`config.mk`:
```
export PLATFORM = sky130hd
export DESIGN_NAME = sdfm_channel_array
export DESIGN_NICKNAME = d
export VERILOG_FILES = /design/src/rtl/sdfm_pkg.sv /design/src/rtl/sdfm_sinc_filt.sv /design/src/rtl/sdfm_channel_array.sv
export SDC_FILE = /design/constraint.sdc
export NUM_CORES = 2
export LEC_CHECK = 0
export CORE_AREA = 2 2 454 456
export DETAILED_ROUTE_END_ITERATION = 12
export DIE_AREA = 0 0 456 458
export PLACE_DENSITY_LB_ADDON = 0.15
export SYNTH_ARGS = -nofsm -noshare
export SYNTH_HDL_FRONTEND = slang
export SYNTH_SLANG_ARGS = --single-unit
```
`constraint.sdc`:
```
create_clock -name SYSCLK -period 97.5 [get_ports SYSCLK]
set_clock_uncertainty 0.1 [all_clocks]
set_input_delay 19.5 -clock SYSCLK [delete_from_list [all_inputs] [get_ports SYSCLK]]
set_output_delay 19.5 -clock SYSCLK [all_outputs]
set_load 0.05 [all_outputs]
```
`src/rtl/sdfm_pkg.sv`:
```
// Shared constants and helpers for the multi-channel sigma-delta filter array.
package sdfm_pkg;

    typedef enum logic [1:0] {
        SINC1   = 2'd0,
        SINC2   = 2'd1,
        SINC3   = 2'd2,
        SINC3_X = 2'd3
    } sinc_order_t;

    // Three integrator stages of 8-bit decimation growth plus the input bit.
    localparam int unsigned ACCW_MIN = 3 * 8 + 1;

    function automatic logic [1:0] order_taps(input sinc_order_t st);
        case (st)
            SINC1:   return 2'd1;
            SINC2:   return 2'd2;
            default: return 2'd3;
        endcase
    endfunction

    function automatic int unsigned chan_width(input int unsigned n);
        return (n > 1) ? $clog2(n) : 1;
    endfunction

endpackage

```
`src/rtl/sdfm_sinc_filt.sv`:
```
// One sigma-delta channel: input sync, config latch, sinc1..3 filter, settle discard, pending slot.
module sdfm_sinc_filt
    import sdfm_pkg::*;
#(
    parameter int unsigned ACCW = ACCW_MIN,
    parameter int unsigned DW   = 32
) (
    input  logic          clk,
    input  logic          rst,
    input  logic          sdclk_i,
    input  logic          dsdin_i,
    input  logic          en_i,
    input  logic [7:0]    dec_i,
    input  logic [1:0]    st_i,
    input  logic [4:0]    sh_i,
    input  logic          ovf_clr_i,
    input  logic          grant_i,
    output logic          pend_valid_o,
    output logic [DW-1:0] pend_data_o,
    output logic          ovf_o
);

    logic [2:0]      sclk_q, sdin_q;
    logic            smp_q, en_q;
    logic [7:0]      dec_q, cnt_q;
    sinc_order_t     st_q;
    logic [4:0]      sh_q;
    logic [1:0]      settle_q;
    logic [ACCW-1:0] i1_q, i2_q, i3_q, d1_q, d2_q, d3_q;
    logic            pend_valid_q, ovf_q;
    logic [DW-1:0]   pend_data_q;

    logic [ACCW-1:0] x, i1_d, i2_d, i3_d, sel, c1, c2, c3, res;
    logic [1:0]      taps;
    logic            active, wrap, fire, keep;
    logic            pend_valid_d, ovf_d;
    logic [DW-1:0]   pend_data_d;

    // Integrate on every sample, differentiate on the decimation wrap.
    always_comb begin
        x      = ACCW'(sdin_q[2]);
        i1_d   = i1_q + x;
        i2_d   = i2_q + i1_d;
        i3_d   = i3_q + i2_d;
        active = en_i && en_q && smp_q;
        wrap   = (cnt_q == dec_q);
        fire   = active && wrap;
        taps   = order_taps(st_q);
        case (st_q)
            SINC1:   sel = i1_d;
            SINC2:   sel = i2_d;
            default: sel = i3_d;
        endcase
        c1 = sel - d1_q;
        c2 = c1 - d2_q;
        c3 = c2 - d3_q;
        case (st_q)
            SINC1:   res = c1;
            SINC2:   res = c2;
            default: res = c3;
        endcase
        keep = fire && (settle_q == taps);

        pend_valid_d = pend_valid_q;
        pend_data_d  = pend_data_q;
        if (!en_i) begin
            pend_valid_d = 1'b0;
        end else if (keep) begin
            pend_valid_d = 1'b1;
            pend_data_d  = DW'(res >> sh_q);
        end else if (grant_i) begin
            pend_valid_d = 1'b0;
        end

        ovf_d = ovf_q;
        if (keep && pend_valid_q && !grant_i) begin
            ovf_d = 1'b1;
        end else if (ovf_clr_i) begin
            ovf_d = 1'b0;
        end
    end

    always_ff @(posedge clk or posedge rst) begin
        if (rst) begin
            sclk_q       <= '0;
            sdin_q       <= '0;
            smp_q        <= 1'b0;
            en_q         <= 1'b0;
            dec_q        <= '0;
            st_q         <= SINC1;
            sh_q         <= '0;
            cnt_q        <= '0;
            settle_q     <= '0;
            i1_q         <= '0;
            i2_q         <= '0;
            i3_q         <= '0;
            d1_q         <= '0;
            d2_q         <= '0;
            d3_q         <= '0;
            pend_valid_q <= 1'b0;
            pend_data_q  <= '0;
            ovf_q        <= 1'b0;
        end else begin
            sclk_q       <= {sclk_q[1:0], sdclk_i};
            sdin_q       <= {sdin_q[1:0], dsdin_i};
            smp_q        <= sclk_q[1] & ~sclk_q[2];
            en_q         <= en_i;
            pend_valid_q <= pend_valid_d;
            pend_data_q  <= pend_data_d;
            ovf_q        <= ovf_d;
            if (en_i && !en_q) begin
                dec_q <= dec_i;
                st_q  <= sinc_order_t'(st_i);
                sh_q  <= sh_i;
            end
            if (!en_i) begin
                cnt_q    <= '0;
                settle_q <= '0;
                i1_q     <= '0;
                i2_q     <= '0;
                i3_q     <= '0;
                d1_q     <= '0;
                d2_q     <= '0;
                d3_q     <= '0;
            end else if (active) begin
                i1_q  <= i1_d;
                i2_q  <= i2_d;
                i3_q  <= i3_d;
                cnt_q <= wrap ? 8'd0 : cnt_q + 8'd1;
                if (wrap) begin
                    d1_q <= sel;
                    d2_q <= c1;
                    d3_q <= c2;
                    if (settle_q != taps) begin
                        settle_q <= settle_q + 2'd1;
                    end
                end
            end
        end
    end

    assign pend_valid_o = pend_valid_q;
    assign pend_data_o  = pend_data_q;
    assign ovf_o        = ovf_q;

endmodule

```
`src/rtl/sdfm_channel_array.sv`:
```
// NCH sinc filter channels merged by a round-robin arbiter into one registered result FIFO.
module sdfm_channel_array
    import sdfm_pkg::*;
#(
    parameter  int unsigned NCH   = 4,
    parameter  int unsigned ACCW  = ACCW_MIN,
    parameter  int unsigned DW    = 32,
    parameter  int unsigned DEPTH = 8,
    localparam int unsigned CW    = chan_width(NCH),
    localparam int unsigned AW    = $clog2(DEPTH)
) (
    input  logic             SYSCLK,
    input  logic             SYSRST,
    input  logic [NCH-1:0]   DSDIN,
    input  logic [NCH-1:0]   SDCLK,
    input  logic [NCH-1:0]   reg_filten,
    input  logic [8*NCH-1:0] reg_filtdec,
    input  logic [2*NCH-1:0] reg_filtst,
    input  logic [5*NCH-1:0] reg_filtsh,
    input  logic [NCH-1:0]   ovf_clr,
    output logic             out_valid,
    input  logic             out_ready,
    output logic [DW-1:0]    out_data,
    output logic [CW-1:0]    out_chan,
    output logic [NCH-1:0]   ovf,
    output logic [AW:0]      fifo_level
);

    typedef struct packed {
        logic [CW-1:0] chan;
        logic [DW-1:0] data;
    } fifo_entry_t;

    logic [NCH-1:0] pend_valid, grant;
    logic [DW-1:0]  pend_data [NCH];

    for (genvar i = 0; i < NCH; i++) begin : g_ch
        sdfm_sinc_filt #(.ACCW(ACCW), .DW(DW)) u_filt (
            .clk          (SYSCLK),
            .rst          (SYSRST),
            .sdclk_i      (SDCLK[i]),
            .dsdin_i      (DSDIN[i]),
            .en_i         (reg_filten[i]),
            .dec_i        (reg_filtdec[8*i +: 8]),
            .st_i         (reg_filtst[2*i +: 2]),
            .sh_i         (reg_filtsh[5*i +: 5]),
            .ovf_clr_i    (ovf_clr[i]),
            .grant_i      (grant[i]),
            .pend_valid_o (pend_valid[i]),
            .pend_data_o  (pend_data[i]),
            .ovf_o        (ovf[i])
        );
    end

    logic [CW-1:0]  rr_q, gnt_idx;
    logic [AW-1:0]  wptr_q, rptr_q, rptr_d;
    logic [AW:0]    count_q, count_d;
    fifo_entry_t    mem_q [DEPTH];
    fifo_entry_t    new_entry, head_d;
    logic           out_valid_q;
    logic [DW-1:0]  out_data_q;
    logic [CW-1:0]  out_chan_q;
    logic           gnt_vld, push, pop, full;
    int unsigned    scan_idx;

    // Round-robin scan starting at rr_q; the head register is refreshed with the post-update entry.
    always_comb begin
        gnt_vld  = 1'b0;
        gnt_idx  = '0;
        grant    = '0;
        scan_idx = 0;
        for (int unsigned k = 0; k < NCH; k++) begin
            scan_idx = (32'(rr_q) + k) % NCH;
            if (!gnt_vld && pend_valid[CW'(scan_idx)]) begin
                gnt_vld = 1'b1;
                gnt_idx = CW'(scan_idx);
            end
        end
        pop  = out_valid_q && out_ready;
        full = (count_q == (AW+1)'(DEPTH));
        push = gnt_vld && (!full || pop);
        if (push) begin
            grant[gnt_idx] = 1'b1;
        end
        new_entry = '{chan: gnt_idx, data: pend_data[gnt_idx]};
        rptr_d    = pop ? rptr_q + AW'(1) : rptr_q;
        case ({push, pop})
            2'b10:   count_d = count_q + (AW+1)'(1);
            2'b01:   count_d = count_q - (AW+1)'(1);
            default: count_d = count_q;
        endcase
        head_d = (push && (wptr_q == rptr_d)) ? new_entry : mem_q[rptr_d];
    end

    always_ff @(posedge SYSCLK or posedge SYSRST) begin
        if (SYSRST) begin
            rr_q        <= '0;
            wptr_q      <= '0;
            rptr_q      <= '0;
            count_q     <= '0;
            out_valid_q <= 1'b0;
            out_data_q  <= '0;
            out_chan_q  <= '0;
            for (int i = 0; i < DEPTH; i++) begin
                mem_q[i] <= '0;
            end
        end else begin
            if (push) begin
                mem_q[wptr_q] <= new_entry;
                wptr_q        <= wptr_q + AW'(1);
                rr_q          <= (gnt_idx == CW'(NCH - 1)) ? '0 : gnt_idx + CW'(1);
            end
            rptr_q      <= rptr_d;
            count_q     <= count_d;
            out_valid_q <= (count_d != '0);
            out_data_q  <= head_d.data;
            out_chan_q  <= head_d.chan;
        end
    end

    assign out_valid  = out_valid_q;
    assign out_data   = out_data_q;
    assign out_chan   = out_chan_q;
    assign fifo_level = count_q;

endmodule
```
# After elaboration in Yosys (flattened, before gate mapping)
# Index checks and enable logic that the tools add are counted.
# Widths: inputs -> output; s select.
[totals]
ff_bits = 1187
in_bits = 79
out_inout_bits = 43
[op_classes]
n_addsub = 40
magnitude_cmp = 10
eq_ne = 37
shift = 4
muxes = 152
bitwise_logic = 11
reduce_logical = 70
[op_table]
columns = ["cell", "count"]
rows = [
  ["$mux 25", 60],
  ["$pmux 25 s2", 8],
  ["$sub 25x25->25", 12],
  ["$bwmux 272", 1],
  ["$add 25x25->25", 8],
  ["$mux 34", 4],
  ["$shr 25x5->32", 4],
  ["$bmux 34 s3", 1],
  ["$demux 34 s3", 1],
  ["$add 25x1->25", 4],
  ["$mux 8", 12],
  ["$bmux 32 s2", 1],
  ["$mux 32", 2],
  ["$mux 2", 21],
  ["$logic_and 1x1->1", 36],
  ["$add 8x1->8 const B", 4],
  ["$eq 8x8->1", 4],
  ["$mux 1", 29],
  ["$ne 2x1->1 const B", 12],
  ["$pmux 2 s2", 4],
  ["$reduce_and 2->1", 8],
  ["$lt 2x3->1 const B", 5],
  ["$add 2x1->2 const B", 6],
  ["$logic_not 1->1", 12],
  ["29 further kinds", 65],
]

# Depth between registers and ports, before layout
[depth]
ltp_word = 20
depth_mapped = 52

# Cells and area by module
# Synthesis repeated with hierarchy kept, for this count alone.
[hier_totals]
cells_unflattened = 10325
hier_area_um2 = 86329.0
[modules_own_cells]
columns = ["module", "n_inst", "cells_per_inst", "area_per_inst_um2", "seq_area_each_um2"]
rows = [
  ["sdfm_sinc_filt at g_ch[2].u_filt", 1, 2204, 18069.8, 5255.0],
  ["sdfm_sinc_filt at g_ch[3].u_filt", 1, 2161, 17665.7, 5255.0],
  ["sdfm_sinc_filt at g_ch[1].u_filt", 1, 2162, 17628.2, 5255.0],
  ["sdfm_sinc_filt at g_ch[0].u_filt", 1, 2120, 17449.2, 5255.0],
  ["sdfm_channel_array", 1, 1678, 15516.1, 7982.7],
]

# Worst setup path before layout
# No wires, ideal clock.
[synth_path]
path_kind = "input to register"
start = "in out_ready"
end = "reg out_valid_q, in the netlist out_valid"
setup_time_ns = 0.139
t_arrival_ns = 21.640
slack_ns = 75.621
stages = 11
cell_sequence = "nand2_1 > a32oi_1 > inv_1 > ha_1 > ha_1 > a21o_1 > a21oi_1 > xnor2_1 > nand2b_1 > xnor2_1 > or4_1"
[synth_between]
elab_chain_len = 6
word_cells_on_any_way = 7
cone_classes = "eq/ne: 2; mux: 1; reduce/logical: 4"
[synth_rtl]
columns = ["item", "line_no", "rtl"]
rows = [
  ["start: declaration", "sdfm_channel_array.sv:22", "input logic out_ready,"],
  ["$logic_and 1x1->1 *", "sdfm_channel_array.sv:79", "pop = out_valid_q && out_ready;"],
  ["$logic_or 1x1->1", "sdfm_channel_array.sv:81", "push = gnt_vld && (!full || pop);"],
  ["$logic_and 1x1->1", "sdfm_channel_array.sv:81", ""],
  ["$eq 2x1->1 / $eq 2x2->1 (equally long branches)", "sdfm_channel_array.sv:87", "case ({push, pop})"],
  ["$pmux 4 s2 *", "sdfm_channel_array.sv:87", ""],
  ["named net count_d[3]", "sdfm_channel_array.sv:57", "logic [AW:0] count_q, count_d;"],
  ["$reduce_bool 4->1 *", "sdfm_channel_array.sv:115", "out_valid_q <= (count_d != '0);"],
  ["end signal: assignment", "sdfm_channel_array.sv:115", ""],
  ["end: declaration", "sdfm_channel_array.sv:60", "logic out_valid_q;"],
]
# Mark *: on every way through the listed nets, which the timed path passes. The rest lies on a longest branch.
# A chain may end at the register's enable or synchronous reset.

==> out/results.tsv <==
stage	metric	value	unit
outcome	status	finished, final reports clean	
worst_setup_path	reg2reg_depth	47	
worst_setup_path	setup.worst_path.class	input port to async pin	
placement	gp_congestion	0.886	
clock_network	cts_hold_buf	0	
clock_network	cts_max_path_buffers	3	
synth	yosysTopAreaCellShare	33.8	%
clock_network	path_clk_slew	0.06	ns
floorplanning	io_pins	122	
synth	syn_inst	9769	
floorplanning	placementRows	166	
pwr	power.leakage	40.5	nW
grt	grt_first_pass_wirelength	374	mm
sta	fmax	43.5	MHz
floorplanning	core_area	0.204	sq mm
floorplanning	initial_utilization	39.8	%
clock_network	cts_sinks	1096	
detailed_routing	ant_nets	0	
synth	ys_warn_count	0	
synth	netlist_area	0.0812	sq mm
sta	whs	0.248	ns
worst_setup_path	startpoint_type	input port	
final_layout	areaGrowthSynthToFinish	10.2	%
worst_setup_path	cp.arrival	23.72	ns
floorplanning	dieWidth	456	um
synth	synth_top_cells_by_count	1,504 x nand2_1, 1,096 x dfrtp_1, 770 x nor2_1, 752 x o21ai_0, 723 x a21oi_1	
detailed_routing	routed_via_density	5.58	
grt	grt-ovfl-total	0	
synth	yosys-top-cells-area	dfrtp_1 34%, ha_1 8.6%, nand2_1 7.0%, o21ai_0 4.6%, a21oi_1 4.5%	
sta	rsz0062_at_grt	no	
sta	slew_headroom	19.2	%
synth	ys_seq_area_share	33.8	%
detailed_routing	wirelength	232	mm
sta	slew_viol_final	0	
grt	grt_pass1_vias	66600	
sta	finalCriticalPeriod	22.99	ns
grt	gr-usage-all-layers	21.8	%
clock_network	cts_made_buffers	141	
worst_setup_path	required	98.24	ns
min_path	hold_path.class	flop to flop	
clock_network	cts_resized	0	
placement	hpwl	163	mm
clock_network	post-cts-setup-buffers	0	
detailed_routing	drtIter0Drc	5014	
final_layout	post-route-util	43.9	%
synth	synth_top_area_cell	dfrtp_1	
min_path	min_path_cells	0	
final_layout	design_area	0.0894	sq mm
clock_network	cts_tree	built	
clock_network	clock_latency	0.81	ns
worst_setup_path	crit_fanout	117	
synth	avgSynthCellArea	8.31	sq um
detailed_routing	remaining_drc_errors	0	
placement	io_buffers	114	
final_layout	drive_above_1_share	6.43	%
detailed_routing	dr.pass1.iters	6	
sta	setup_violations	0	
sta	finalSetupTns	0	ns
synth	ys_seq_elements	1096	
detailed_routing	drt-wirelength-per-cell	18.7	um
synth	synth_async_sr_flop_share	100	%
floorplanning	die_area	0.209	sq mm
final_layout	nNetsFinal	10300	
grt	grt_max_degree	149	
synth	yosys_most_used_dff	dfrtp_1	
floorplanning	chipHeight	458	um
synth	synth.most_common_cell	nand2_1	
pwr	peakVddDrop	0.0000239	V
pwr	power_density	25.4	mW/mm^2
flow_run	max-cap-violations	0	
synth	synth_cell_types	115	
grt	antenna_found_initial	2	
worst_setup_path	end_kind	async pin	
sta	worst_pin_slew	1.20	ns
sta	fin_crit_sh	23.6	%
clock_network	htreeDepth	4	
sta	hold_violations	0	
placement	postPlaceCellArea	0.0847	sq mm
detailed_routing	vias	69300	
clock_network	cts_root_buffer	clkbuf_16	
synth	synth_edf_count	0	
[logic make-up (layout without fill, tap and decap cells)]
family,after synthesis,after routing,synth area share (%)
other,1,12,0.00462
xor gates and xnor gates,630,630,7.02
adders and majority gates,582,582,9.16
AOI/OAI and AO/OA,2763,2763,21.6
buffers and inverters,1075,1033,5.04
muxes,325,325,5.41
DFF,1096,1096,33.8
and+or+nand+nor,3297,3297,18.0
[through the flow]
step | instances | setup slack, ns | power (mW)
after floorplan | 9775 | 47.04 | 1.41
after global placement | 12200 | 73.50 | 1.70
after detailed placement | 12200 | 73.40 | 1.71
after CTS | 12400 | 74.27 | 2.27
after global routing | 12400 | 73.85 | 2.42
final | 12400 | 74.51 | 2.27
[area by class of cell]
| class | count | area, sq um |
|---|---|---|
| Clock buffer | 206 | 4140 |
| Inverter | 575 | 2170 |
| Clock inverter | 43 | 622 |
| Tap cell | 2688 | 3360 |
| Antenna cell | 5 | 12.5 |
| Multi-Input combinational cell | 7604 | 49800 |
| Timing Repair Buffer | 209 | 1860 |
| Sequential cell | 1096 | 27400 |
| Fill cell | 20100 | 114000 |
[worst max-delay path: stages]
cell	delay, ns
clkdlybuf4s50_1	0.49
inv_8	0.57
buf_4	0.63
buf_4	0.81
buf_4	0.74
buf_4	0.69
[power breakdown]
part           internal (mW)  switching, mW  leakage [nW]
registers              0.462         0.0112          15.1
clock network          0.331          0.215          2.34
logic                  0.488          0.761          23.1
[sequential cells by signal, indices dropped and copies added, names as in the netlist, 32 cells and up]
name / count
mem_q: 216
g_ch.u_filt.i1_q: 100
g_ch.u_filt.i2_q: 100
g_ch.u_filt.i3_q: 100
g_ch.u_filt.d2_q: 100
g_ch.u_filt.d3_q: 100
g_ch.u_filt.pend_data_o: 100
g_ch.u_filt.d1_q: 100
g_ch.u_filt.dec_q: 32
g_ch.u_filt.cnt_q: 32
[worst paths after layout]
| path | endpoint | slack, ns | start |
|---|---|---|---|
| setup / recovery | g_ch[2].u_filt.i1_q[17] | 74.51 | SYSRST |
| hold / removal | g_ch[0].u_filt.sclk_q[1] | 0.25 | g_ch[0].u_filt.sclk_q[0] |
| setup reg to reg | g_ch[0].u_filt.pend_data_o[9] | 84.93 | g_ch[0].u_filt.i1_q[0] |
| hold reg to reg | g_ch[0].u_filt.sclk_q[1] | 0.25 | g_ch[0].u_filt.sclk_q[0] |
| max in group SYSCLK | g_ch[0].u_filt.pend_data_o[11] | 74.77 | reg_filten[0] |
| min in group asynchronous | g_ch[1].u_filt.d3_q[21] | 19.15 | SYSRST |
[layer usage]
layer | part of all wire (%) | track usage [%] | up-vias
met1 | 49 | 31.5 | 33500
met2 | 45 | 34.8 | 1356
li1 | - | - | 34100
met5 | 0 | 0 | -
met3 | 3.8 | 2.42 | 273
met4 | 2.1 | 5.23 | 0
[cells in the final DEF, fill, tap and decap left out, drive strengths merged, types with 67 or more instances in the layout]
cell           instances
o21a                  70
ha                   561
nor2                 771
nor3                 155
xor2                 275
nand2b                75
a31oi                 76
nand3                279
nand4                 68
mux2                  91
inv                  571
and3                 101
o21ai                794
mux4                  81
o31ai                184
a21o                 222
clkbuf               206
xnor2                350
dfrtp               1096
nand2               1504
o211ai                73
clkdlybuf4s50        113
a211oi               118
mux2i                153
o21bai                67
and2                  92
a21oi                725
buf                   96
Note: power is estimated with default switching activity, not from simulation.
